--- config.mk ---
export PLATFORM = sky130hd
export DESIGN_NAME = led_recv_flat
export DESIGN_NICKNAME = d
export VERILOG_FILES = /design/src/rtl/led_recv_if.sv /design/src/rtl/led_recv.sv /design/src/flat_wrapper.sv
export SDC_FILE = /design/constraint.sdc
export NUM_CORES = 1
export LEC_CHECK = 0
export BUFFER_PORTS_ARGS = -buffer_cell sky130_fd_sc_hd__buf_2
export CAP_MARGIN = 20
export CORE_MARGIN = 2
export CORE_UTILIZATION = 50
export DETAILED_ROUTE_END_ITERATION = 6
export PLACE_DENSITY = 0.74
export SLEW_MARGIN = 30
export SYNTH_ARGS = -nofsm -noshare
export SYNTH_HDL_FRONTEND = slang
export SYNTH_SLANG_ARGS = --single-unit
--- constraint.sdc ---
create_clock -name clk -period 3.8 [get_ports clk]
set_clock_uncertainty 0.15 [all_clocks]
set_input_delay 0.76 -clock clk [delete_from_list [all_inputs] [get_ports clk]]
set_output_delay 0.76 -clock clk [all_outputs]
set_load 0.02 [all_outputs]
--- src/rtl/led_recv_if.sv ---
// Pixel output handshake bundle for led_recv: word, frame position, valid/ready.
interface led_recv_if #(
  parameter int LED_NUM = 4
) ();
  logic [23:0]                pix_data;
  logic [$clog2(LED_NUM)-1:0] pix_idx;
  logic                       pix_valid;
  logic                       pix_ready;

  modport master (output pix_data, output pix_idx, output pix_valid, input pix_ready);
  modport slave  (input pix_data, input pix_idx, input pix_valid, output pix_ready);
endinterface

--- src/rtl/led_recv.sv ---
// led_recv: receives serial LED frames (cko/sdi, MSB first), splits them into
// 24-bit words tagged with their frame position, and buffers them for a
// valid/ready consumer. A frame ends after IDLE_CNT clocks with no cko edge.
// Macro LED_RECV_SYNC_EN adds 2-flop synchronizers on cko_i/sdi.
module led_recv #(
  parameter int LED_NUM    = 4,
  parameter int IDLE_CNT   = 64,
  parameter int FIFO_DEPTH = 4
) (
  input  logic       clk,
  input  logic       rstn,
  input  logic       cko_i,
  input  logic       sdi,
  led_recv_if.master pix,
  output logic       frame_done,
  output logic       frame_err,
  output logic       ovf
);
  localparam int IW  = $clog2(LED_NUM);
  localparam int CW  = $clog2(LED_NUM + 1);
  localparam int ICW = $clog2(IDLE_CNT);
  localparam int AW  = $clog2(FIFO_DEPTH);

  typedef enum logic [1:0] {S_IDLE, S_SHIFT, S_LATCH} state_t;

  state_t          r_state, w_state_nxt;
  logic            r_cko_s, r_sdi_s, r_cko_d;
  logic            w_edge;
  logic [ICW-1:0]  r_idle_cnt;
  logic [4:0]      r_bit_cnt;
  logic [CW-1:0]   r_word_cnt;
  logic            r_extra;
  logic [23:0]     r_shift;
  logic            r_wr_en;
  logic [23:0]     r_wr_data;
  logic [IW-1:0]   r_wr_idx;
  logic [IW+23:0]  r_mem [FIFO_DEPTH];
  logic [AW:0]     r_wr_ptr, r_rd_ptr;
  logic            r_ovf;
  logic            w_full, w_empty, w_rd, w_wr;

`ifdef LED_RECV_SYNC_EN
  logic r_cko_m, r_sdi_m;
  // Input stage: two-flop synchronizers plus the edge-detect history flop
  always_ff @(posedge clk or negedge rstn) begin
    if (!rstn) begin
      r_cko_m <= 1'b0;
      r_sdi_m <= 1'b0;
      r_cko_s <= 1'b0;
      r_sdi_s <= 1'b0;
      r_cko_d <= 1'b0;
    end else begin
      r_cko_m <= cko_i;
      r_sdi_m <= sdi;
      r_cko_s <= r_cko_m;
      r_sdi_s <= r_sdi_m;
      r_cko_d <= r_cko_s;
    end
  end
`else
  // Input stage: single register for same-clock-domain senders, plus edge history
  always_ff @(posedge clk or negedge rstn) begin
    if (!rstn) begin
      r_cko_s <= 1'b0;
      r_sdi_s <= 1'b0;
      r_cko_d <= 1'b0;
    end else begin
      r_cko_s <= cko_i;
      r_sdi_s <= sdi;
      r_cko_d <= r_cko_s;
    end
  end
`endif

  assign w_edge = r_cko_s & ~r_cko_d;

  // FSM state register
  always_ff @(posedge clk or negedge rstn) begin
    if (!rstn) r_state <= S_IDLE;
    else       r_state <= w_state_nxt;
  end

  // FSM next state and frame status pulses
  always_comb begin
    w_state_nxt = r_state;
    frame_done  = 1'b0;
    frame_err   = 1'b0;
    case (r_state)
      S_IDLE:  if (w_edge) w_state_nxt = S_SHIFT;
      S_SHIFT: if (!w_edge && r_idle_cnt == ICW'(IDLE_CNT - 1)) w_state_nxt = S_LATCH;
      S_LATCH: begin
        w_state_nxt = S_IDLE;
        frame_done  = 1'b1;
        frame_err   = (r_bit_cnt != 5'd0) || (r_word_cnt != CW'(LED_NUM)) || r_extra;
      end
      default: w_state_nxt = S_IDLE;
    endcase
  end

  // Idle counter: restarts on every cko edge while shifting
  always_ff @(posedge clk or negedge rstn) begin
    if (!rstn)                            r_idle_cnt <= '0;
    else if (r_state != S_SHIFT || w_edge) r_idle_cnt <= '0;
    else                                  r_idle_cnt <= r_idle_cnt + 1'b1;
  end

  // Bit shifting, word formation and frame counters; words past LED_NUM are dropped
  always_ff @(posedge clk or negedge rstn) begin
    if (!rstn) begin
      r_shift    <= '0;
      r_bit_cnt  <= '0;
      r_word_cnt <= '0;
      r_extra    <= 1'b0;
      r_wr_en    <= 1'b0;
      r_wr_data  <= '0;
      r_wr_idx   <= '0;
    end else begin
      r_wr_en <= 1'b0;
      if (r_state == S_LATCH) begin
        r_shift    <= '0;
        r_bit_cnt  <= '0;
        r_word_cnt <= '0;
        r_extra    <= 1'b0;
      end else if (w_edge) begin
        r_shift <= {r_shift[22:0], r_sdi_s};
        if (r_bit_cnt == 5'd23) begin
          r_bit_cnt <= '0;
          if (r_word_cnt == CW'(LED_NUM)) begin
            r_extra <= 1'b1;
          end else begin
            r_wr_en    <= 1'b1;
            r_wr_data  <= {r_shift[22:0], r_sdi_s};
            r_wr_idx   <= r_word_cnt[IW-1:0];
            r_word_cnt <= r_word_cnt + 1'b1;
          end
        end else begin
          r_bit_cnt <= r_bit_cnt + 1'b1;
        end
      end
    end
  end

  // Full buffer still accepts a write when the head is being read in the same cycle
  assign w_empty = (r_wr_ptr == r_rd_ptr);
  assign w_full  = (r_wr_ptr[AW-1:0] == r_rd_ptr[AW-1:0]) && (r_wr_ptr[AW] != r_rd_ptr[AW]);
  assign w_rd    = pix.pix_valid && pix.pix_ready;
  assign w_wr    = r_wr_en && (!w_full || w_rd);

  // Word buffer storage and pointers, wrapping modulo FIFO_DEPTH
  always_ff @(posedge clk or negedge rstn) begin
    if (!rstn) begin
      r_wr_ptr <= '0;
      r_rd_ptr <= '0;
      for (int unsigned i = 0; i < FIFO_DEPTH; i++) r_mem[i] <= '0;
    end else begin
      if (w_wr) begin
        r_mem[r_wr_ptr[AW-1:0]] <= {r_wr_idx, r_wr_data};
        r_wr_ptr                <= r_wr_ptr + 1'b1;
      end
      if (w_rd) r_rd_ptr <= r_rd_ptr + 1'b1;
    end
  end

  // Sticky overflow when a word arrives at a full buffer with no read
  always_ff @(posedge clk or negedge rstn) begin
    if (!rstn)                          r_ovf <= 1'b0;
    else if (r_wr_en && w_full && !w_rd) r_ovf <= 1'b1;
  end

  assign ovf           = r_ovf;
  assign pix.pix_valid = !w_empty;
  assign pix.pix_data  = r_mem[r_rd_ptr[AW-1:0]][23:0];
  assign pix.pix_idx   = r_mem[r_rd_ptr[AW-1:0]][IW+23:24];
endmodule

--- src/flat_wrapper.sv ---
// flat-port wrapper written by rule: the top's interface ports become plain ports
module led_recv_flat 
#(
  parameter int LED_NUM    = 4,
  parameter int IDLE_CNT   = 64,
  parameter int FIFO_DEPTH = 4
)
  (clk, rstn, cko_i, sdi, frame_done, frame_err, ovf, pix_pix_data, pix_pix_idx, pix_pix_valid, pix_pix_ready);
  led_recv_if #(.LED_NUM(LED_NUM)) pix_i ();
  input  logic clk;
  input  logic rstn;
  input  logic cko_i;
  input  logic sdi;
  output logic frame_done;
  output logic frame_err;
  output logic ovf;
  output wire logic [$bits(pix_i.pix_data)-1:0] pix_pix_data;
  output wire logic [$bits(pix_i.pix_idx)-1:0] pix_pix_idx;
  output wire logic [$bits(pix_i.pix_valid)-1:0] pix_pix_valid;
  input wire logic [$bits(pix_i.pix_ready)-1:0] pix_pix_ready;
  assign pix_pix_data = pix_i.pix_data;
  assign pix_pix_idx = pix_i.pix_idx;
  assign pix_pix_valid = pix_i.pix_valid;
  assign pix_i.pix_ready = pix_pix_ready;
  led_recv #(.LED_NUM(LED_NUM), .IDLE_CNT(IDLE_CNT), .FIFO_DEPTH(FIFO_DEPTH)) u_core (.clk(clk), .rstn(rstn), .cko_i(cko_i), .sdi(sdi), .pix(pix_i), .frame_done(frame_done), .frame_err(frame_err), .ovf(ovf));
endmodule
==> flow_summary_export.csv <==
group,metric,value,unit
sta,hold_violations,0,
worst_hold_path,worstHoldPathType,"input pin to asynchronous set/reset pin",
yosys,yosysTopAreaCell,"dfrtp_1",
worst_setup_path,worstPathMaxFanout,14,
yosys,ys_warn_count,0,
sta,fmax,0.3211,GHz
clock_tree,clockBufferDepth,2,
floorplanning,die_area,0.01695,mm²
clock_tree,cts_sinks,181,
final_layout,fillers,1202,
grt,antenna_found_initial,0,
routing,dr.pass1.iters,5,
sta,fin_ws,0.6853,ns
worst_setup_path,crit_path_end_kind,"output port",
routing,vias_per_cell,5.578,
sta,setup_viol,0,
clock_tree,cts.clk_slew.worst_paths,0.07,ns
floorplanning,ios,35,
final_layout,area_delta_synth_final,12.57,%
worst_setup_path,worstSetupPathType,"register to output port",
yosys,ys_types,44,
job,cap_violations,0,
sta,period_share,0.8197,
power_and_ir_drop,pwr-share-seq,0.482,
sta,grt_setup_unrepaired,"false",
floorplanning,die_w,130.2,µm
sta,relSlewSlack,0.5201,
power_and_ir_drop,power_frac_comb,0.134,
yosys,synth_edf_count,0,
sta,worst_pin_slew,0.7198,ns
place,dpl_worst_slack,1.087,ns
yosys,synth-seq-cells,181,
grt,gr-total-overflow,0,
place,dp_hpwl,9.125,mm
power_and_ir_drop,p_leak,4.411,nW
power_and_ir_drop,finalPower,4.494,mW
grt,grt_max_degree,96,
clock_tree,cts_hold_buf,0,
worst_setup_path,slowest_stage,"dfrtp_2",
clock_tree,cts_buffers,17,
routing,postRouteAntennaNets,0,
yosys,syn_area,0.007960,mm²
yosys,synthArstFlopShare,1.000,
sta,tns,0,ns
yosys,ys.flop_type,"dfrtp_1",
final_layout,multiInputGateArea,0.003224,mm²
power_and_ir_drop,power_switching,1.245,mW
worst_setup_path,start_kind,"register",
worst_setup_path,arrival,2.20,ns
yosys,syn_avg_cell_area,14.74,µm²
routing,wirelength,14.83,mm
final_layout,fin_util,0.5703,
worst_setup_path,cp_cell_sequence,"buf_4 -> mux4_2 -> buf_2",
final_layout,fin_cells,808,
final_layout,layout_commonest_cell,"dfrtp_1",
power_and_ir_drop,switching_share,0.2769,
power_and_ir_drop,power_density,501.5,mW/mm²
floorplanning,core-area,0.01571,mm²
clock_tree,cts_tree,"done",
final_layout,final_nets,594,
final_layout,drive_gt1_frac,0.4037,
worst_setup_path,slowest_delay,0.69,ns
clock_tree,cts_resized,0,
place,place_congestion,0.7481,
place,io_buffers,34,
clock_tree,htreeDepth,4,
floorplanning,row_count,46,
sta,drv_slew,0,
floorplanning,die_h,130.2,µm
yosys,synth_top_area_frac,0.5690,
yosys,synth_cells,540,
routing,drt_iter0_drc,317,
power_and_ir_drop,internal_power,3.250,mW
yosys,ys_top_cells_by_area,"dfrtp_1 (57%), mux2_2 (15%), mux4_2 (7.4%), mux2_4 (3.6%), nand2_1 (2.5%)",
outcome,status,"finished, final reports clean",
routing,drc,0,
routing,wl_per_cell,18.36,µm
routing,dr_total_vias,4507,
clock_tree,insertion_delay,0.43,ns
final_layout,diodes,0,
power_and_ir_drop,ir_worst_vdd,0.2866,mV
yosys,syn_nets,555,
grt,grt_pass1_wl,24.34,mm
clock_tree,ctsRootBufferMaster,"clkbuf_16",
worst_setup_path,critPathRequiredTime,2.89,ns
floorplanning,initial_core_util,0.5066,
place,place_inst,775,
clock_tree,post_cts_buffers,0,
power_and_ir_drop,p_clk_frac,0.384,
final_layout,layout_common_cells,"dfrtp_1 (180), mux2_2 (103), nand2_1 (54)",
sta,period_needed,3.115,ns
yosys,synth.yosys.seq_area_share,0.5690,
grt,track_usage,0.1904,
final_layout,regArea,0.004531,mm²
grt,grt_pass1_vias,4646,
[power groups by stage]
stage	combinational (mW)	clock (mW)	sequential [mW]
2_1_floorplan	0.503	0	2.13
3_3_place_gp	0.587	0	2.20
3_5_place_dp	0.611	0	2.20
4_1_cts	0.611	1.76	2.17
5_1_grt	0.664	1.84	2.19
6_report	0.602	1.73	2.17
[cell usage after synthesis (all sizes together) (3+ instances only)]
| master | number |
|---|---|
| nand2 | 54 |
| xnor2 | 5 |
| nor2 | 10 |
| xor2 | 6 |
| nand3 | 5 |
| ha | 10 |
| inv | 10 |
| o21ai | 4 |
| clkbuf | 12 |
| and2 | 5 |
| mux4 | 26 |
| dfrtp | 181 |
| a31oi | 3 |
| buf | 16 |
| o41ai | 5 |
| a21oi | 31 |
| mux2 | 132 |
[through the flow]
stage	hold slack, ns	instance area, µm²
3_3_place_gp	0.2590	8341
4_1_cts	0.2688	8925
5_1_grt	0.08792	8961
6_report	0.07294	8961
2_1_floorplan	0.2380	7960
3_5_place_dp	0.2617	8341
[path summary, 6_finish.rpt]
kind | slack (ns) | endpoint | from | cells after the start
min reg2reg | 0.27 | u_core.r_cko_d | u_core.r_cko_s | 0
max in group asynchronous | 2.34 | u_core.r_mem[11] | rstn | 3
max | 0.69 | pix_pix_data[8] | u_core.r_rd_ptr[0] | 3
min | 0.07 | u_core.r_mem[94] | rstn | 1
min in group clk | 0.27 | u_core.r_cko_d | u_core.r_cko_s | 0
max reg2reg | 1.11 | u_core.r_mem[4] | u_core.r_rd_ptr[0] | 5
[metal layers]
| metal | wire [µm] | vias up | track usage | part of all wire |
|---|---|---|---|---|
| met5 | 0 | - | 0 | 0 |
| met4 | 203 | 0 | 0.06325 | 0.014 |
| met3 | 580 | 22 | 0.04756 | 0.039 |
| met2 | 7577 | 87 | 0.3132 | 0.51 |
| met1 | 6471 | 2388 | 0.2502 | 0.44 |
| li1 | - | 2010 | - | - |
[worst max-delay path, delay by kind of cell, from the launching register on]
family / cells / cell delay [ns]
flops: 1 / 0.69
buf+inv: 2 / 0.52
mux: 1 / 0.55
[sequential cells by signal (all words and copies together), names as in the netlist]
register / cells
u_core.r_cko_s: 1
u_core.r_shift: 23
u_core.r_cko_d: 1
u_core.r_rd_ptr: 3
u_core.r_wr_idx: 2
u_core.ovf: 1
u_core.r_word_cnt: 3
u_core.r_wr_ptr: 3
u_core.r_idle_cnt: 6
u_core.r_wr_data: 24
u_core.r_extra: 1
u_core.r_wr_en: 1
u_core.r_sdi_s: 1
u_core.r_bit_cnt: 5
u_core.r_mem: 104
u_core.r_state: 2
[area by class of cell]
class / instances / share of cell area
Tap cell: 216 / 0.03016
Clock buffer: 18 / 0.04789
Inverter: 10 / 0.004189
Timing Repair Buffer: 48 / 0.03505
Multi-Input combinational cell: 321 / 0.3598
Clock inverter: 14 / 0.01731
Sequential cell: 181 / 0.5056
[cell families after synthesis]
logic type / synth area share
AO/OA/AOI/OAI: 0.04669
adder cells (fa/ha/maj): 0.01572
flip-flops: 0.5690
XOR/XNOR: 0.01776
AND/OR/NAND/NOR: 0.05297
buffers and inverters: 0.02735
multiplexers: 0.2705
No activity file was read; power rests on OpenSTA's default activity.
